File: config.mk
export PLATFORM = sky130hd
export DESIGN_NAME = request_former_mc_flat
export DESIGN_NICKNAME = d
export VERILOG_FILES = /design/src/rtl/request_former_mc_if.sv /design/src/rtl/request_former_mc.sv /design/src/flat_wrapper.sv
export SDC_FILE = /design/constraint.sdc
export NUM_CORES = 1
export LEC_CHECK = 0
export BUFFER_PORTS_ARGS = -buffer_cell sky130_fd_sc_hd__buf_4
export CAP_MARGIN = 10
export CORE_MARGIN = 2
export CORE_UTILIZATION = 50
export CTS_CLUSTER_SIZE = 25
export DETAILED_ROUTE_END_ITERATION = 10
export GPL_TIMING_DRIVEN = 0
export HOLD_SLACK_MARGIN = 0.1
export PLACE_DENSITY = 0.72
export REMOVE_ABC_BUFFERS = 1
export SLEW_MARGIN = 20
export SYNTH_ARGS = -nofsm -noshare
export SYNTH_HDL_FRONTEND = slang
export SYNTH_SLANG_ARGS = --single-unit
File: constraint.sdc
create_clock -name clk -period 4.6 [get_ports clk]
set_clock_uncertainty 0.2 [all_clocks]
set_input_delay 0.23 -clock clk [delete_from_list [all_inputs] [get_ports clk]]
set_output_delay 0.23 -clock clk [all_outputs]
set_load 0.01 [all_outputs]
File: src/rtl/request_former_mc_if.sv
// request_former_mc_if
//   Groups the per-channel receive-done inputs and the request/status
//   outputs of request_former_mc into one bundle.
//   Signals (CH = channel count, CNT_W = total counter width):
//     en        [CH]    per-channel enable
//     RXdone    [CH]    receiver-done lines, asynchronous to clk
//     err_clr   [CH]    per-channel sticky error clear strobe
//     req       [CH]    request pulses
//     busy      [CH]    channel not idle
//     err       [CH]    sticky timeout flags
//     req_total [CNT_W] running count of pulses started
//   Modports: master drives the inputs, slave is the request former.
interface request_former_mc_if #(
  parameter int CH    = 4,
  parameter int CNT_W = 16
);
  logic [CH-1:0]    en;
  logic [CH-1:0]    RXdone;
  logic [CH-1:0]    err_clr;
  logic [CH-1:0]    req;
  logic [CH-1:0]    busy;
  logic [CH-1:0]    err;
  logic [CNT_W-1:0] req_total;

  modport master (output en, RXdone, err_clr, input req, busy, err, req_total);
  modport slave  (input en, RXdone, err_clr, output req, busy, err, req_total);
endinterface

File: src/rtl/request_former_mc.sv
// request_former_mc
//   Multi-channel request former for the receive path. Each channel
//   synchronises its RXdone line, fires one req pulse of PULSE_W cycles
//   when it sees the line low (and is enabled), then waits for the line to
//   return high before it can fire again. req_total counts every pulse
//   started across all channels, modulo 2^CNT_W.
//   Optional build macro REQFORM_TIMEOUT_EN: a channel stuck low in WAITHI
//   for TO_CYC cycles raises a sticky err flag, returns to IDLE and stays
//   disarmed until its line has been seen high. Without the macro err is 0
//   and WAITHI waits indefinitely.
//   Ports:
//     clk  system clock, rising edge
//     RST  asynchronous active-high reset
//     bus  request_former_mc_if.slave (en, RXdone, err_clr in;
//          req, busy, err, req_total out)

// One channel: 2-flop synchroniser plus IDLE/REQ/WAITHI state machine.
module request_former_ch #(
  parameter int PULSE_W = 5,
  parameter int TO_CYC  = 1024
) (
  input  logic clk,
  input  logic RST,
  input  logic i_en,
  input  logic i_rxdone,
  input  logic i_err_clr,
  output logic o_req,
  output logic o_busy,
  output logic o_err,
  output logic o_start
);
  localparam int PW = $clog2(PULSE_W + 1);

  typedef enum logic [1:0] {IDLE, REQ, WAITHI} state_t;

  state_t        r_state, w_state_nxt;
  logic [1:0]    r_sync;
  logic          w_rxs;
  logic [PW-1:0] r_pcnt, w_pcnt_nxt;
  logic          r_req, w_req_nxt;
  logic          r_busy, w_busy_nxt;
  logic          w_start;
  logic          w_arm;

  // Line idles high, so the synchroniser resets to 1 to avoid a false start.
  always_ff @(posedge clk or posedge RST) begin
    if (RST) r_sync <= 2'b11;
    else     r_sync <= {r_sync[0], i_rxdone};
  end
  assign w_rxs = r_sync[1];

`ifdef REQFORM_TIMEOUT_EN
  localparam int TW = $clog2(TO_CYC);

  logic [TW-1:0] r_tcnt, w_tcnt_nxt;
  logic          r_blk, w_blk_nxt;
  logic          r_err, w_err_nxt;

  // After a timeout the line is still low; r_blk keeps the channel from
  // re-firing on that same low period.
  assign w_arm = ~r_blk;
`else
  logic w_unused;
  localparam int unused_to_cyc = TO_CYC;
  assign w_unused = i_err_clr;
  assign w_arm    = 1'b1;
`endif

  always_comb begin
    w_state_nxt = r_state;
    w_pcnt_nxt  = r_pcnt;
    w_req_nxt   = r_req;
    w_busy_nxt  = r_busy;
    w_start     = 1'b0;
`ifdef REQFORM_TIMEOUT_EN
    w_tcnt_nxt  = r_tcnt;
    w_blk_nxt   = r_blk & ~w_rxs;
    w_err_nxt   = r_err & ~i_err_clr;
`endif
    case (r_state)
      IDLE: begin
        if (i_en && !w_rxs && w_arm) begin
          w_state_nxt = REQ;
          w_req_nxt   = 1'b1;
          w_busy_nxt  = 1'b1;
          w_pcnt_nxt  = PW'(1);
          w_start     = 1'b1;
        end
      end
      REQ: begin
        if (r_pcnt == PW'(PULSE_W)) begin
          w_state_nxt = WAITHI;
          w_req_nxt   = 1'b0;
`ifdef REQFORM_TIMEOUT_EN
          w_tcnt_nxt  = '0;
`endif
        end else begin
          w_pcnt_nxt = r_pcnt + PW'(1);
        end
      end
      WAITHI: begin
        // A rising line wins over a coincident timeout.
        if (w_rxs) begin
          w_state_nxt = IDLE;
          w_busy_nxt  = 1'b0;
        end
`ifdef REQFORM_TIMEOUT_EN
        else if (r_tcnt == TW'(TO_CYC - 1)) begin
          w_state_nxt = IDLE;
          w_busy_nxt  = 1'b0;
          w_err_nxt   = 1'b1;  // set beats a same-cycle clear
          w_blk_nxt   = 1'b1;
        end else begin
          w_tcnt_nxt = r_tcnt + TW'(1);
        end
`endif
      end
      default: begin
        w_state_nxt = IDLE;
        w_req_nxt   = 1'b0;
        w_busy_nxt  = 1'b0;
      end
    endcase
  end

  always_ff @(posedge clk or posedge RST) begin
    if (RST) begin
      r_state <= IDLE;
      r_pcnt  <= '0;
      r_req   <= 1'b0;
      r_busy  <= 1'b0;
    end else begin
      r_state <= w_state_nxt;
      r_pcnt  <= w_pcnt_nxt;
      r_req   <= w_req_nxt;
      r_busy  <= w_busy_nxt;
    end
  end

`ifdef REQFORM_TIMEOUT_EN
  always_ff @(posedge clk or posedge RST) begin
    if (RST) begin
      r_tcnt <= '0;
      r_blk  <= 1'b0;
      r_err  <= 1'b0;
    end else begin
      r_tcnt <= w_tcnt_nxt;
      r_blk  <= w_blk_nxt;
      r_err  <= w_err_nxt;
    end
  end
  assign o_err = r_err;
`else
  assign o_err = 1'b0;
`endif

  assign o_req   = r_req;
  assign o_busy  = r_busy;
  assign o_start = w_start;
endmodule

module request_former_mc #(
  parameter int CH      = 4,
  parameter int PULSE_W = 5,
  parameter int CNT_W   = 16,
  parameter int TO_CYC  = 1024
) (
  input logic               clk,
  input logic               RST,
  request_former_mc_if.slave bus
);
  logic [CH-1:0]    w_req, w_busy, w_err, w_start;
  logic [CNT_W-1:0] w_pop;
  logic [CNT_W-1:0] r_total;

  for (genvar g = 0; g < CH; g++) begin : g_ch
    request_former_ch #(
      .PULSE_W (PULSE_W),
      .TO_CYC  (TO_CYC)
    ) u_ch (
      .clk       (clk),
      .RST       (RST),
      .i_en      (bus.en[g]),
      .i_rxdone  (bus.RXdone[g]),
      .i_err_clr (bus.err_clr[g]),
      .o_req     (w_req[g]),
      .o_busy    (w_busy[g]),
      .o_err     (w_err[g]),
      .o_start   (w_start[g])
    );
  end

  // Number of channels starting a pulse this cycle.
  always_comb begin
    w_pop = '0;
    for (int i = 0; i < CH; i++) w_pop = w_pop + CNT_W'(w_start[i]);
  end

  always_ff @(posedge clk or posedge RST) begin
    if (RST) r_total <= '0;
    else     r_total <= r_total + w_pop;
  end

  assign bus.req       = w_req;
  assign bus.busy      = w_busy;
  assign bus.err       = w_err;
  assign bus.req_total = r_total;
endmodule

File: src/flat_wrapper.sv
// flat-port wrapper written by rule: the top's interface ports become plain ports
module request_former_mc_flat 
#(
  parameter int CH      = 4,
  parameter int PULSE_W = 5,
  parameter int CNT_W   = 16,
  parameter int TO_CYC  = 1024
)
  (clk, RST, bus_en, bus_RXdone, bus_err_clr, bus_req, bus_busy, bus_err, bus_req_total);
  request_former_mc_if #(.CH(CH), .CNT_W(CNT_W)) bus_i ();
  input logic clk;
  input logic RST;
  input wire logic [$bits(bus_i.en)-1:0] bus_en;
  input wire logic [$bits(bus_i.RXdone)-1:0] bus_RXdone;
  input wire logic [$bits(bus_i.err_clr)-1:0] bus_err_clr;
  output wire logic [$bits(bus_i.req)-1:0] bus_req;
  output wire logic [$bits(bus_i.busy)-1:0] bus_busy;
  output wire logic [$bits(bus_i.err)-1:0] bus_err;
  output wire logic [$bits(bus_i.req_total)-1:0] bus_req_total;
  assign bus_i.en = bus_en;
  assign bus_i.RXdone = bus_RXdone;
  assign bus_i.err_clr = bus_err_clr;
  assign bus_req = bus_i.req;
  assign bus_busy = bus_i.busy;
  assign bus_err = bus_i.err;
  assign bus_req_total = bus_i.req_total;
  request_former_mc #(.CH(CH), .PULSE_W(PULSE_W), .CNT_W(CNT_W), .TO_CYC(TO_CYC)) u_core (.clk(clk), .RST(RST), .bus(bus_i));
endmodule
==> Word-level counts from Yosys, hierarchy flattened <==
Cells that the tools add are included.
W data, S select, Z words.
{ "word_totals": {"reg_bits": 52, "inputBits": 14, "out_inout_bits": 28} }
{ "classes": {"n_addsub": 8, "n_eq_ne": 28, "muxes": 56, "bitwise": 8, "reduce_logical": 32} }
{ "op_table": {"columns": ["op", "n"], "rows": [
  ["$reduce_and A3 Y1", 16],
  ["$add A16 B1 Y16", 2],
  ["$ne A2 B2 Y1 const B", 16],
  ["$mux W2", 12],
  ["$mux W3", 8],
  ["$pmux W1 S3", 8],
  ["$pmux W2 S3", 4],
  ["$pmux W3 S2", 4],
  ["$mux W1", 20],
  ["$add A16 B16 Y16", 1],
  ["$add A3 B1 Y3 const B", 4],
  ["$eq A3 B3 Y1 const B", 4],
  ["$eq A2 B1 Y1 const B", 4],
  ["$eq A2 B2 Y1 const B", 4],
  ["$logic_not A2 Y1", 4],
  ["$not A1 Y1", 8],
  ["$reduce_bool A2 Y1", 4],
  ["$logic_and A1 B1 Y1", 4],
  ["$logic_not A1 Y1", 4],
  ["$add A1 B1 Y2", 1]
]} }

==> Longest topological paths before layout <==
{ "logic_depth": {"depth_word": 8, "ltp_mapped": 12, "depth_no_buf": 11} }

==> Modules after synthesis <==
Synthesis repeated with hierarchy kept, for this count alone.
{ "unflattened": {"hier_cells": 236, "area_unflattened_um2": 2539.9} }
{ "modules_own_cells": {"columns": ["mod", "n_inst", "cells_each", "area_each_um2"], "rows": [
  ["request_former_ch (u_core.g_ch[1].u_ch ...)", 3, 44, 452.9],
  ["request_former_mc", 1, 63, 744.5],
  ["request_former_ch (u_core.g_ch[0].u_ch)", 1, 41, 436.7]
]} }

==> Least setup slack after synthesis <==
Ideal clock, no wire load.
{ "synth_timing": {"path_kind": "reg-to-reg", "startpoint": "reg u_core.g_ch[0].u_ch.r_state[0]", "endpoint": "reg u_core.r_total[12] (netlist: u_core.bus.req_total[12])", "t_arrival_ns": 2.820, "t_required_ns": 4.268, "setup_slack_ns": 1.448, "path_stages_with_launch": 13, "synth_period_minus_slack_ns": 3.152, "path_cell_list": "dfrtp_1 > clkbuf_1 > nor2_1 > nand2_1 > nor2_1 > ha_1 > fa_1 > ha_1 > fa_1 > a21o_2 > nand2b_1 > nor3_1 > xor2_1"} }
{ "synth_via": {"elab_chain_len": 6} }
{ "synth_lines": {"columns": ["item", "line", "rtl"], "rows": [
  ["start, declared", "request_former_mc.sv:36", "state_t r_state, w_state_nxt;"],
  ["start signal, assigned", "request_former_mc.sv:133", "r_state <= w_state_nxt;"],
  ["$logic_not A2 Y1", "request_former_mc.sv:80", "case (r_state)"],
  ["$mux W1", "request_former_mc.sv:80", null],
  ["$add A1 B1 Y2", "request_former_mc.sv:196", "for (int i = 0; i < CH; i++) w_pop = w_pop + CNT_W'(w_start[i]);"],
  ["$add A16 B1 Y16 (2 in a row)", "request_former_mc.sv:196", null],
  ["$add A16 B16 Y16", "request_former_mc.sv:201", "else r_total <= r_total + w_pop;"],
  ["end signal, assigned", "request_former_mc.sv:201", null],
  ["end, declared", "request_former_mc.sv:174", "logic [CNT_W-1:0] r_total;"]
]} }
Every way passes these cells.
A chain may end at the register's enable or synchronous reset.

==> Final worst setup path <==
{ "layout_timing": {"startpoint": "reg u_core.g_ch[1].u_ch.r_state[0]", "endpoint": "reg u_core.r_total[12] (netlist: u_core.bus.req_total[12])"} }
{ "layout_via": {"elab_chain_len": 6} }
{ "layout_lines": {"columns": ["item", "line"], "rows": [
  ["start, declared", "request_former_mc.sv:36"],
  ["start signal, assigned", "request_former_mc.sv:133"],
  ["$logic_not A2 Y1", "request_former_mc.sv:80"],
  ["$mux W1", "request_former_mc.sv:80"],
  ["$add A1 B1 Y2", "request_former_mc.sv:196"],
  ["$add A16 B1 Y16 (2 in a row)", "request_former_mc.sv:196"],
  ["$add A16 B16 Y16", "request_former_mc.sv:201"]
]} }
Every way passes these cells.

==> results.cfg <==
[run_status]
status = complete, no violations

[setup_path]
crit_family = adder cells
cpPeakStageDelay_ps = 560
r2r_setup_slack_ps = 1190
reg2reg_depth = 9
required_ps = 4580
crit_path_top_delay_cell = nor4b_2
r2r-start = u_core.g_ch[1].u_ch.r_state[0]$_DFFE_PP0P_
path_class = reg2reg
crit_fanout = 6
path_cells = nor4b_2 -> ha_1 -> fa_1 -> ha_1 -> fa_1 -> a21o_2 -> nand2b_1 -> nor3_1 -> xor2_1
r2r_end = u_core.bus.req_total[12]$_DFF_PP0_
start_kind = register
path_buf_inv = 0
end_kind = register
cp_data_arrival_time_ps = 3390

[yosys]
synth_cell_types = 40
synth_top_area_share_pct = 45.3
synth_edf_count = 0
avgSynthCellArea_um2 = 10.9
ys_ff_latch = 52
ys_seq_area_share_pct = 53.9
yosys_warnings = 0
synthFlopType = dfrtp_1
synthCells = 223
syn_area_um2 = 2430
synthTopCellsByArea = dfrtp_1 (45%), dfstp_2 (8.6%), ha_1 (6.7%), buf_4 (3.7%), a21oi_1 (3.3%)
synth_top_area_cell = dfrtp_1
async_reset_ff_share_pct = 100

[sta]
max_slew.worst_pin.slew_ps = 566
max_freq_ghz = 0.293
setup_tns_ps = 0
finalMaxSlewViolations = 0
setup_viol = 0
fin_crit_sh_pct = 74.2
rsz0062_at_grt = false
maxSlewHeadroom_pct = 62.2
fin_crit_ps = 3410
hold_viol = 0

[detailed_routing]
ant_nets = 0
vias = 1611
routed_wirelength_mm = 3.96
dr.pass1.iters = 4
wire_per_inst_um = 12.6
via_per_inst = 5.11
drc = 0
drt_iter0_drc = 48

[hold_path]
min_to = u_core.g_ch[1].u_ch.r_sync[1]$_DFF_PP1_
min-delay-path-class = reg2reg
whs_path_depth = 0
hp-start = u_core.g_ch[1].u_ch.r_sync[0]$_DFF_PP1_

[cts]
clk_path_buf_depth = 2
cts_made_buffers = 5
clk_latency_ps = 300
clk_pin_slew_ps = 80
htreeDepth = 2
cts-root-buf = clkbuf_8
clock_sinks = 52
cts_tree = done

[layout]
layout_commonest_cell = dfrtp_1
stdcell_count = 315
drive_gt1_share_pct = 21.8
fin_area_um2 = 2850
layout_common_cells = dfrtp_1 (44), buf_4 (33), nor2_1 (21), a21oi_1 (16), nand2_1 (16)
syn2layout_area_growth_pct = 17.1
nets = 289
fill_cells = 406
antennaDiodeCount = 0

[global_route]
grt_antenna_before_repair = 0
grt_overflow_total = 0
grt_pass1_vias = 1516
grt_max_degree = 28
grt_pass1_wl_mm = 6.99
grt_use_total_pct = 17.0

[floorplanning]
die_w_um = 73.7
io_pins = 42
die_h_um = 73.7
die_area_um2 = 5440
core.rowCount = 25
coreArea_um2 = 4690
start_util_pct = 51.8

[place]
port_buffers = 33
placed_cells = 299
place_congestion = 0.756
dp_hpwl_mm = 2.80
placed_area_um2 = 2680

[power_and_ir_drop]
p_per_area_nw_per_um2 = 557
irDropWorstVdd_mv = 0.259
total_power_mw = 1.59
leakagePower_nw = 1.37

[run]
cap_violations = 0
-- layout make-up --
cell class | count | area (um^2) | share of cell area (%)
Inverter | 15 | 56.3 | 1.98
Multi-Input combinational cell | 144 | 975 | 34.2
Sequential cell | 52 | 1310 | 46.0
Tap cell | 54 | 67.6 | 2.37
Timing Repair Buffer | 42 | 348 | 12.2
Clock buffer | 8 | 90.1 | 3.16
-- flip-flops by register name (all words and copies together), names as in the netlist --
register,cells
u_core.g_ch.u_ch.r_state,8
u_core.bus.req_total,16
u_core.g_ch.u_ch.r_pcnt,12
u_core.g_ch.u_ch.r_sync,8
u_core.g_ch.u_ch.o_req,4
u_core.g_ch.u_ch.o_busy,4
-- how the worst max path moves through the flow --
stage / slack (ps) / from / depth (start not counted) / endpoint
after floorplan: 1490 / u_core.g_ch[1].u_ch.r_state[0]$_DFFE_PP0P_ / 9 / u_core.bus.req_total[12]$_DFF_PP0_
after global placement: 1190 / u_core.g_ch[1].u_ch.r_state[0]$_DFFE_PP0P_ / 9 / u_core.bus.req_total[14]$_DFF_PP0_
after detailed placement: 1170 / u_core.g_ch[1].u_ch.r_state[0]$_DFFE_PP0P_ / 9 / u_core.bus.req_total[14]$_DFF_PP0_
after CTS: 1150 / u_core.g_ch[1].u_ch.r_state[0]$_DFFE_PP0P_ / 9 / u_core.bus.req_total[12]$_DFF_PP0_
after global routing: 950 / u_core.g_ch[1].u_ch.r_state[0]$_DFFE_PP0P_ / 9 / u_core.bus.req_total[12]$_DFF_PP0_
final: 1190 / u_core.g_ch[1].u_ch.r_state[0]$_DFFE_PP0P_ / 9 / u_core.bus.req_total[12]$_DFF_PP0_
-- cell families (layout without fill, tap and decap cells) --
logic type,Yosys count,count (layout),share of synthesized area (%)
flip-flops,52,52,53.9
AO/OA/AOI/OAI,39,39,9.62
other,1,4,0.154
buffers and inverters,30,65,6.48
AND/OR/NAND/NOR,68,68,14.5
XOR/XNOR,15,15,5.71
multiplexers,3,3,1.29
adder cells (fa/ha/maj),15,15,8.33
-- worst register-to-register path: cells and delay by family, from the launching register on --
family / cells / cell delay (ps)
AOI/OAI and AO/OA: 1 / 220
xor gates and xnor gates: 1 / 150
adders and majority gates: 4 / 1450
DFF: 1 / 440
and+or+nand+nor: 3 / 840
-- power by group --
group          leakage, nW  switching [mW]  internal (mW)
clock               0.0455           0.141          0.123
sequential           0.623           0.149          0.602
combinational        0.706           0.279          0.291
total                 1.37           0.568           1.02
-- stage by stage --
step | worst slack (ps) | utilization, % | hold slack (ps)
detailed placement | 1170 | 57.1 | 137
global route | 954 | 60.7 | 164
floorplan | 1490 | - | 34.5
CTS | 1150 | 60.7 | 160
global placement | 1190 | 56.6 | 139
finish | 1190 | 60.7 | 159
-- cell usage after synthesis (2+ instances only) --
master / instances
a21oi_1: 16
a31oi_1: 2
buf_4: 12
clkbuf_1: 3
dfrtp_1: 44
dfstp_2: 8
fa_1: 2
ha_1: 13
inv_1: 15
mux2i_1: 2
nand2_1: 16
nand2b_1: 7
nand3_1: 7
nand4_1: 3
nand4b_1: 2
nor2_1: 21
nor3_1: 4
o21ai_0: 8
o22ai_1: 4
o32ai_1: 2
xnor2_1: 8
xor2_1: 6
-- timing repair --
| item | 4_1_cts | 5_1_grt |
|---|---|---|
| resized for setup | 0 | 0 |
| setup buffers | 0 | 0 |
| endpoints found under the setup margin | 0 | 0 |
| hold buffers | 8 | 0 |
| hold endpoints to repair | 31 | 0 |
-- layer usage --
layer | vias to the layer above | share of wire (%) | wire (um) | global-route usage, %
met4 | 0 | 2.1 | 83 | 6.67
met3 | 8 | 3.5 | 137 | 4.12
li1 | 811 | - | - | -
met1 | 758 | 50 | 1980 | 23.5
met5 | - | 0 | 0 | 0
met2 | 34 | 45 | 1760 | 25.9
No activity file was read; power rests on OpenSTA's default activity.
